$ cat src/rtl/bus_arbiter.sv
// bus_arbiter: two-master arbiter that drives the select of the 32-bit 2:1 bus muxes.
// Moore FSM (IDLE/GNT0/GNT1). Every output comes from registered state, so there is
// no combinational path from req to grant. A hold counter forces a handover after
// MAX_HOLD consecutive cycles of contention. MAX_HOLD must lie in 2..2^CNT_W-1.
// Optional build macro BUS_ARB_ROUND_ROBIN_EN: when it is defined, a tie in IDLE
// goes to the master that was not served last. When it is undefined, master 0 has
// fixed priority on a tie.
module bus_arbiter #(
   parameter int MAX_HOLD = 16,
   parameter int CNT_W    = 5
) (
   input  logic             clk,
   input  logic             reset,
   input  logic             m0_req,
   input  logic             m1_req,
   output logic             m0_grant,
   output logic             m1_grant,
   output logic             m_sel,
   output logic [CNT_W-1:0] hold_cnt,
   output logic             busy
);

   typedef enum logic [1:0] {IDLE = 2'd0, GNT0 = 2'd1, GNT1 = 2'd2} state_t;

   localparam logic [CNT_W-1:0] HOLD_LAST = CNT_W'(MAX_HOLD - 1);

   state_t state, state_nxt;
   logic   oth_req;   // the non-owning master is requesting
   logic   tie_m1;    // a tie in IDLE goes to master 1

`ifdef BUS_ARB_ROUND_ROBIN_EN
   logic last_m1;     // 1: master 1 was served last (reset value lets m0 win the first tie)

   // Record which master took the bus on every entry into a grant state
   always_ff @(posedge clk or posedge reset) begin
      if (reset)
         last_m1 <= 1'b1;
      else if (state_nxt != state && state_nxt == GNT0)
         last_m1 <= 1'b0;
      else if (state_nxt != state && state_nxt == GNT1)
         last_m1 <= 1'b1;
   end

   assign tie_m1 = ~last_m1;
`else
   assign tie_m1 = 1'b0;
`endif

   assign oth_req = (state == GNT0) ? m1_req :
                    (state == GNT1) ? m0_req : 1'b0;

   // State register
   always_ff @(posedge clk or posedge reset) begin
      if (reset) state <= IDLE;
      else       state <= state_nxt;
   end

   // Next-state decision. Preemption applies only while the owner still requests.
   // If the owner drops req, the other master takes the bus directly.
   always_comb begin
      state_nxt = state;
      case (state)
         IDLE: begin
            if (m0_req && m1_req) state_nxt = tie_m1 ? GNT1 : GNT0;
            else if (m0_req)      state_nxt = GNT0;
            else if (m1_req)      state_nxt = GNT1;
         end
         GNT0: begin
            if (!m0_req)                             state_nxt = m1_req ? GNT1 : IDLE;
            else if (m1_req && hold_cnt == HOLD_LAST) state_nxt = GNT1;
         end
         GNT1: begin
            if (!m1_req)                             state_nxt = m0_req ? GNT0 : IDLE;
            else if (m0_req && hold_cnt == HOLD_LAST) state_nxt = GNT0;
         end
         default: state_nxt = IDLE;
      endcase
   end

   // Count consecutive contended cycles of the current owner. Clear on a handover or when uncontended.
   always_ff @(posedge clk or posedge reset) begin
      if (reset)
         hold_cnt <= '0;
      else if (state_nxt != state || state == IDLE || !oth_req)
         hold_cnt <= '0;
      else
         hold_cnt <= hold_cnt + CNT_W'(1);
   end

   // Output decode from state only
   always_comb begin
      m0_grant = (state == GNT0);
      m1_grant = (state == GNT1);
      m_sel    = (state == GNT1);
      busy     = (state == GNT0) || (state == GNT1);
   end

endmodule

$ cat config.mk
export PLATFORM = sky130hd
export DESIGN_NAME = bus_arbiter
export DESIGN_NICKNAME = d
export VERILOG_FILES = /design/src/rtl/bus_arbiter.sv
export SDC_FILE = /design/constraint.sdc
export NUM_CORES = 1
export LEC_CHECK = 0
export ABC_CLOCK_PERIOD_IN_PS = 2300
export CORE_AREA = 8 8 45 47
export DETAILED_ROUTE_END_ITERATION = 8
export DIE_AREA = 0 0 53 55
export HOLD_SLACK_MARGIN = 0.05
export PLACE_DENSITY = 0.68
export SYNTH_ARGS = -nofsm -noshare
export SYNTH_HDL_FRONTEND = slang
export SYNTH_SLANG_ARGS = --single-unit
$ cat constraint.sdc
create_clock -name clk -period 2.3 [get_ports clk]
set_input_delay 0.46 -clock clk [delete_from_list [all_inputs] [get_ports clk]]
set_output_delay 0.46 -clock clk [all_outputs]
set_load 0.005 [all_outputs]
==> flow_summary.ini, run 1 <==
[status]
outcome = completed

[timing]
rsz0062_at_grt = false
hold_viol = 0
holdWs_ps = 442
worst_slew_pin_slew_ps = 346
finalCriticalPeriod_ps = 2130
fin_setup_tns_ps = 0
finClkSkew_ps = 3.18
post-route-period-util_pct = 92.5
clock.fmax_mhz = 470
slew_headroom_pct = 76.8
finalMaxSlewViolations = 0
finalSetupViolCount = 0

[clock_network]
clockBufferDepth = 2
insertion_delay_ps = 250
cts_setup_buffers = 0
post_cts_resized = 0
root_buffer = clkbuf_4
cts_tree = yes
cts-htree-levels = 1
numClockSinks = 7
cts_buffers = 3
clk_pin_slew_ps = 50
cts_hold_buf = 0

[synth]
yosys.area.top_type_share_pct = 32.1
syn_nets = 68
synthTopCellsByArea = dfrtp_1 32%, ha_1 14%, nand2_1 4.8%
async_flop_share_pct = 100
synth_edf_count = 0
ys_ff_latch = 7
yosys.cell_types.count = 28
syn_inst = 58
netlist_area_um2 = 546
synthFlopType = dfrtp_1
synth_largest_area_cell = dfrtp_1
yosys_warnings = 0
synth.yosys.seq_area_share_pct = 32.1
syn_area_per_cell_um2 = 9.41

[critical_path]
cp_cell_sequence = inv_1 -> ha_1 -> clkdlybuf4s50_1
end_kind = output port
r2r_setup_slack_ps = 370
timing_worst_setup_path_type = reg -> out
cp.required_ps = 1840
cp_max_fo = 7
max_stage_delay_ps = 550
crit_arrival_ps = 1670
cp_slowest_cell = clkdlybuf4s50_1
cp-start-kind = flop

[layout]
nets = 86
antennaDiodeCount = 0
syn_to_final_growth_pct = 31.9
n_fill_cell = 133
drive_above_1_share_pct = 14.7

[detailed_routing]
ant_nets = 0
dr.pass1.iters = 4
vias = 493
drt-total-wl_um = 1170
wl_per_cell_um = 12.9
drc_errors = 0
drt-vias-per-instance = 5.42
drt_iter0_drc = 8

[floorplanning]
dieArea_mm2 = 0.00292
fp-row-count = 14
die_x_um = 53
die_h_um = 55
ios = 13
start_util_pct = 39.4
coreArea_mm2 = 0.00138

[global_routing]
grt_usage_pct = 9.18
grt_pass1_vias = 443
antenna_found_initial = 0
grt_pass1_wl_um = 2000
grt_max_degree = 8
grt.overflow.total = 0

[run]
cap_viol_max_count = 0

[placement]
dp_hpwl_um = 974
gp_congestion = 0.818
io_buffers = 12

[power]
p_per_area_mw_per_mm2 = 1060
ir_drop_mv = 0.638
leakagePower_nw = 0.313
power_w = 0.000761

[min_path]
hp-class = in -> async
[cell type report]
class,count,area (um2),share of cell area (%)
multi-input combinational,43,337,46.8
timing repair buffer,14,135,18.8
inverter,7,26.3,3.65
tap,16,20.0,2.78
sequential,7,175,24.3
clock buffer,4,26.3,3.65
[cells in the mapped netlist (all sizes together) (2+ instances only)]
master	instances
ha	6
dfrtp	7
inv	7
a21oi	4
nand2b	2
nand2	7
o21ai	2
nor4	5
o31ai	2
[per-stage QoR]
| step | worst slack (ps) | utilization, % | cells | area, um2 |
|---|---|---|---|---|
| 2_1_floorplan | 534 | - | 58 | 546 |
| 3_3_place_gp | 266 | 50.1 | 87 | 693 |
| 3_5_place_dp | 214 | 50.1 | 87 | 693 |
| 4_1_cts | 162 | 52.0 | 91 | 719 |
| 5_1_grt | 72.9 | 52.0 | 91 | 719 |
| 6_report | 172 | 52.0 | 91 | 719 |
[final timing paths]
kind | endpoint | startpoint | cells after the start
max in group asynchronous | state[1] | reset | 2
max reg2reg | hold_cnt[0] | hold_cnt[0] | 7
max | m_sel | state[0] | 3
min | hold_cnt[3] | reset | 2
min reg2reg | state[0] | state[0] | 2
min in group clk | state[0] | state[0] | 2
[where the power goes]
part           total, W  switching (W)  internal [W]
logic          0.000474       0.000248      0.000226
clock network  0.000107      0.0000409     0.0000659
registers      0.000180      0.0000318      0.000149
total          0.000761       0.000320      0.000441
[worst max-delay path: cells and delay by family (launching register included)]
family,cells,cell delay (ps)
DFF,1,410
buffers and inverters,2,700
adders and majority gates,1,310
[sequential cells by signal, summed over array words and instances (netlist names)]
signal	cells
hold_cnt	5
state	2
[cells by family after synthesis]
group / Yosys count / synth area share, %
buf+inv: 8 / 6.19
compound gates: 15 / 22.9
flops: 7 / 32.1
fa+ha+maj: 6 / 13.8
mux: 1 / 1.83
simple gates: 19 / 20.0
xor+xnor: 2 / 3.21
[routing by layer]
layer  vias to the layer above  wire length, um  GRT usage (%)
li1                        249                -              -
met1                       229              516           11.6
met2                        15              565           13.7
met3                         0               88           4.28
met4                         0                0           2.59
met5                         -                0              0
[placed cells by master, fill, tap and decap left out, types with 2 or more instances in the layout]
cell type / instances
clkdlybuf4s50_1: 12
nand2_1: 7
dfrtp_1: 7
inv_1: 6
ha_1: 6
a21oi_1: 4
nor4_1: 4
clkbuf_4: 3
o21ai_0: 2
nand2b_1: 2
buf_4: 2
Power figures use the tool's default switching activity.
==> inputs of run 2 (changes only) <==
- CORE_AREA: 8 8 45 47 -> 2 2 39 41
- DIE_AREA: 0 0 53 55 -> 0 0 41 43
- SETUP_SLACK_MARGIN: default -> 0.5
==> flow_summary.ini, run 2 (same netlist as run 1, synthesis figures left out) <==
[detailed_routing]
drc_errors = 0
drt-total-wl_um = 1380
dr.pass1.iters = 4
vias = 548
drt_iter0_drc = 17
ant_nets = 0
wl_met2_um = 698
drt-vias-per-instance = 5.54
wl_per_cell_um = 13.9
top_layer_used = met4
wl_met3_um = 47
wirelength_met1_um = 629

[clock_network]
numClockSinks = 7
clockBufferDepth = 2
clk_pin_slew_ps = 50
cts-htree-levels = 1
cts_buffers = 3
insertion_delay_ps = 250
root_buffer = clkbuf_4
cts_tree = yes

[floorplanning]
coreArea_mm2 = 0.00138
dieArea_mm2 = 0.00176
fp-row-count = 14
die_h_um = 43
die_x_um = 41
ios = 13
start_util_pct = 39.4

[timing]
finClkSkew_ps = 2.74
finalCriticalPeriod_ps = 1840
post-route-period-util_pct = 79.9
clock.fmax_mhz = 544
hold_viol = 0
rsz0062_at_grt = true
finalMaxSlewViolations = 0
worst_slew_pin_slew_ps = 352
finalSetupViolCount = 0
fin_setup_tns_ps = 0
slew_headroom_pct = 76.3

[global_routing]
grt_pass1_vias = 481
grt_usage_pct = 16.1
grt.overflow.total = 0
antenna_found_initial = 0
grt_max_degree = 8
grt_pass1_wl_um = 1920

[layout]
final_common_cell = buf_4
final_cell_mix = 10 x buf_4, 7 x clkdlybuf4s50_1, 6 x nand2_1, 6 x dfrtp_1
top_regs = hold_cnt: 5 flops, state: 2 flops
drive_above_1_share_pct = 39.8
largest_reg_flops = 5
antennaDiodeCount = 0
n_fill_cell = 116
top_register = hold_cnt
syn_to_final_growth_pct = 61.5
utilization_pct = 63.7
nets = 94

[status]
outcome = completed

[critical_path]
cp_num_buf_inv = 0
cp_cell_sequence = ha_2 -> and3_4 -> ha_4 -> o31ai_4 -> nor3b_4 -> nor4_1
crit_arrival_ps = 1960
end_kind = flop
cp_max_fo = 5
cp-start-kind = flop
cp.required_ps = 2420
timing_worst_setup_path_type = reg -> reg
max_stage_delay_ps = 400
cp_slowest_cell = nor3b_4
cp_top_family = simple AND/OR/NAND/NOR gates

[placement]
gp_congestion = 0.825
dp_hpwl_um = 834
io_buffers = 12

[power]
leakagePower_nw = 0.380
p_per_area_mw_per_mm2 = 1100
comb_power_share_pct = 71.2
intPower_w = 0.000543
ir_drop_mv = 0.571
p_sw_w = 0.000422
p_clk_share_pct = 11.2
switching_share_pct = 43.7
seq_power_share_pct = 17.6

[run]
cap_viol_max_count = 0

[min_path]
hp-class = in -> async
==> run 2: changes by cell type in the layout (fill, tap and decap cells not counted), sizes merged <==
cell and delta:
buf +8, clkdlybuf4s50 -5, dlygate4sd2 +4, dlymetal6s2s +1
==> run 2: timing repair <==
action | CTS | global route
gates cloned | 0 | 0
buffers inserted | 5 | 3
pin swaps | 2 | 3
gates resized for setup | 16 | 9
hold buffers | 0 | 0
setup endpoints to repair | 9 | 6
==> run 2: routing by layer <==
metal  vias to the layer above  track usage, %
li1                        263               -
met5                         -               0
met1                       270            21.8
met4                         0            4.00
met2                        13            23.4
met3                         2            6.28
==> run 2: power by group through the flow <==
| stage | registers (W) | logic (W) | clock network, W |
|---|---|---|---|
| final | 0.000170 | 0.000688 | 0.000108 |
| after global routing | 0.000173 | 0.000741 | 0.000119 |
| after CTS | 0.000169 | 0.000592 | 0.000112 |
| after detailed placement | 0.000183 | 0.000469 | 0 |
| after global placement | 0.000181 | 0.000469 | 0 |
| after floorplan | 0.000176 | 0.000306 | 0 |
==> run 2: per-stage QoR <==
stage | area, um2 | setup WS [ps] | cells | power [W] | hold slack, ps
4_1_cts | 810 | 403 | 96 | 0.000873 | 436
5_1_grt | 881 | 406 | 99 | 0.00103 | 458
3_5_place_dp | 693 | 237 | 87 | 0.000652 | 586
6_report | 881 | 462 | 99 | 0.000965 | 434
3_3_place_gp | 693 | 267 | 87 | 0.000651 | 578
2_1_floorplan | 546 | 534 | 58 | 0.000482 | 263
==> run 2: worst paths after layout <==
path,end,depth (start not counted),slack (ps),startpoint
hold reg to reg,hold_cnt[3],3,620,hold_cnt[3]
hold / removal,hold_cnt[1],2,430,reset
setup reg to reg,hold_cnt[2],6,460,hold_cnt[0]
min in group clk,hold_cnt[3],3,620,hold_cnt[3]
max in group asynchronous,state[1],2,1640,reset
setup / recovery,hold_cnt[2],6,460,hold_cnt[0]
==> run 2: final cells by class <==
type                            instances  area [um2]  share of cell area (%)
Inverter                                7        26.3                    2.98
Multi-Input combinational cell         43         439                    49.9
Sequential cell                         7         176                    20.0
Timing Repair Buffer                   22         193                    21.9
Clock buffer                            4        26.3                    2.98
Tap cell                               16        20.0                    2.27
==> inputs of run 3 (changes only) <==
- ABC_CLOCK_PERIOD_IN_PS: 2300 -> 1700
- clock period: 2.3 -> 1.7 ns (I/O delays scaled with it)
==> flow_summary.ini, run 3 (same netlist as run 1, synthesis figures left out) <==
[status]
outcome = finished with violations
violations = setup timing

[detailed_routing]
dr.pass1.iters = 4
vias = 634
drc_errors = 0
drt-total-wl_um = 2020
ant_nets = 0
wl_per_cell_um = 16.7
drt-vias-per-instance = 5.24
drt_iter0_drc = 5

[clock_network]
clockBufferDepth = 2
root_buffer = clkbuf_4
cts_tree = yes
cts-htree-levels = 1
cts_buffers = 3
cts_hold_buf = 0
numClockSinks = 7
clk_pin_slew_ps = 60
insertion_delay_ps = 280

[timing]
rsz0062_at_grt = true
finalMaxSlewViolations = 0
finClkSkew_ps = 9.01
finalWorstSetupSlack_ps = -168
holdWs_ps = 285
clock.fmax_mhz = 535
slew_headroom_pct = 64.4
hold_viol = 0
worst_slew_pin_slew_ps = 531
post-route-period-util_pct = 110
finalSetupViolCount = 5
finalCriticalPeriod_ps = 1870

[critical_path]
cp_max_fo = 5
cp_num_buf_inv = 1
timing_worst_setup_path_type = reg -> reg
r2r_setup_slack_ps = -170
regToRegStartpoint = hold_cnt[0]
cp.required_ps = 1830
cp_cell_sequence = ha_2 -> and3_4 -> ha_4 -> buf_6 -> nand2_4 -> a2111o_1 -> o211ai_4 -> nor4_2
crit_arrival_ps = 2000
cp_slowest_cell = a2111o_1
cp_top_family = compound AO/OA/AOI/OAI gates
reg2reg_depth = 8
max_stage_delay_ps = 450
cp-start-kind = flop
timing.rr.end = hold_cnt[0]
end_kind = flop

[power]
p_per_area_mw_per_mm2 = 1590
power_w = 0.00178
leakagePower_nw = 0.502
ir_drop_mv = 1.17

[layout]
multi_input_area_um2 = 477
largest_reg_flops = 5
drive_above_1_share_pct = 67.6
nets = 116
fin_cells = 121
syn_to_final_growth_pct = 105
design_area_mm2 = 0.00112
top_regs = hold_cnt: 5 flops, state: 2 flops
n_fill_cell = 86
final_common_cell = buf_4
top_register = hold_cnt
utilization_pct = 80.7
final_cell_mix = 24 x buf_4, 14 x buf_6, 6 x dfrtp_1
register_area_um2 = 176
antennaDiodeCount = 0

[run]
cap_viol_max_count = 0

[global_routing]
grt_pass1_wl_um = 2900
grt_usage_pct = 25.3
grt_max_degree = 8
grt.overflow.total = 0
grt_pass1_vias = 654
antenna_found_initial = 0

[min_path]
hp-class = in -> async

[placement]
gp_congestion = 0.733
place_area_um2 = 858
dp_hpwl_um = 1110
io_buffers = 12
placed_cells = 105

[floorplanning]
die_h_um = 43
ios = 13
dieArea_mm2 = 0.00176
fp-row-count = 14
die_x_um = 41
coreArea_mm2 = 0.00138
start_util_pct = 39.4
==> run 3: cell types whose count changed in the layout (fill, tap and decap cells not counted), moves of 4 or more <==
cell             change
buf_4               +14
buf_6               +14
clkdlybuf4s50_1      -4
dlygate4sd2_1        -4
==> run 3: layout make-up <==
cell class | instances | area share (%)
clock buffers | 4 | 2.35
inverters | 7 | 2.58
well taps | 16 | 1.79
multi-input cells | 43 | 42.7
repair buffers | 44 | 34.8
flip-flops and latches | 7 | 15.8
==> run 3: worst max path at each step <==
stage | startpoint | endpoint | slack [ps] | cells past startpoint
after floorplan | hold_cnt[0] | hold_cnt[0] | 50 | 7
after global placement | m1_req | hold_cnt[0] | -260 | 6
after detailed placement | m1_req | hold_cnt[0] | -350 | 6
after CTS | hold_cnt[1] | hold_cnt[1] | -100 | 8
after global routing | hold_cnt[1] | hold_cnt[0] | -210 | 8
final | hold_cnt[0] | hold_cnt[0] | -170 | 8
==> run 3: what timing repair did <==
item	4_1_cts	5_1_grt
pin swaps	8	6
endpoints found under the setup margin	16	16
setup buffers	9	3
gates resized for setup	63	8
==> run 3: metal layers <==
metal	vias up	part of all wire, %	global-route usage, %
met2	19	49	38.4
met4	0	5.3	15.3
met5	-	0	0
li1	306	-	-
met1	298	40	28.5
met3	11	4.9	9.42
==> run 3: where the power goes <==
part | switching, W | internal, W
Combinational | 0.000629 | 0.000733
Sequential | 0.0000453 | 0.000203
Clock | 0.0000759 | 0.0000905
Total | 0.000750 | 0.00103
==> run 3: metrics by stage <==
stage / setup TNS, ps / setup WS, ps
5_1_grt: -1030 / -213
4_1_cts: -471 / -102
6_report: -776 / -168
2_1_floorplan: 0 / 49.9
3_3_place_gp: -1330 / -255
3_5_place_dp: -1890 / -352
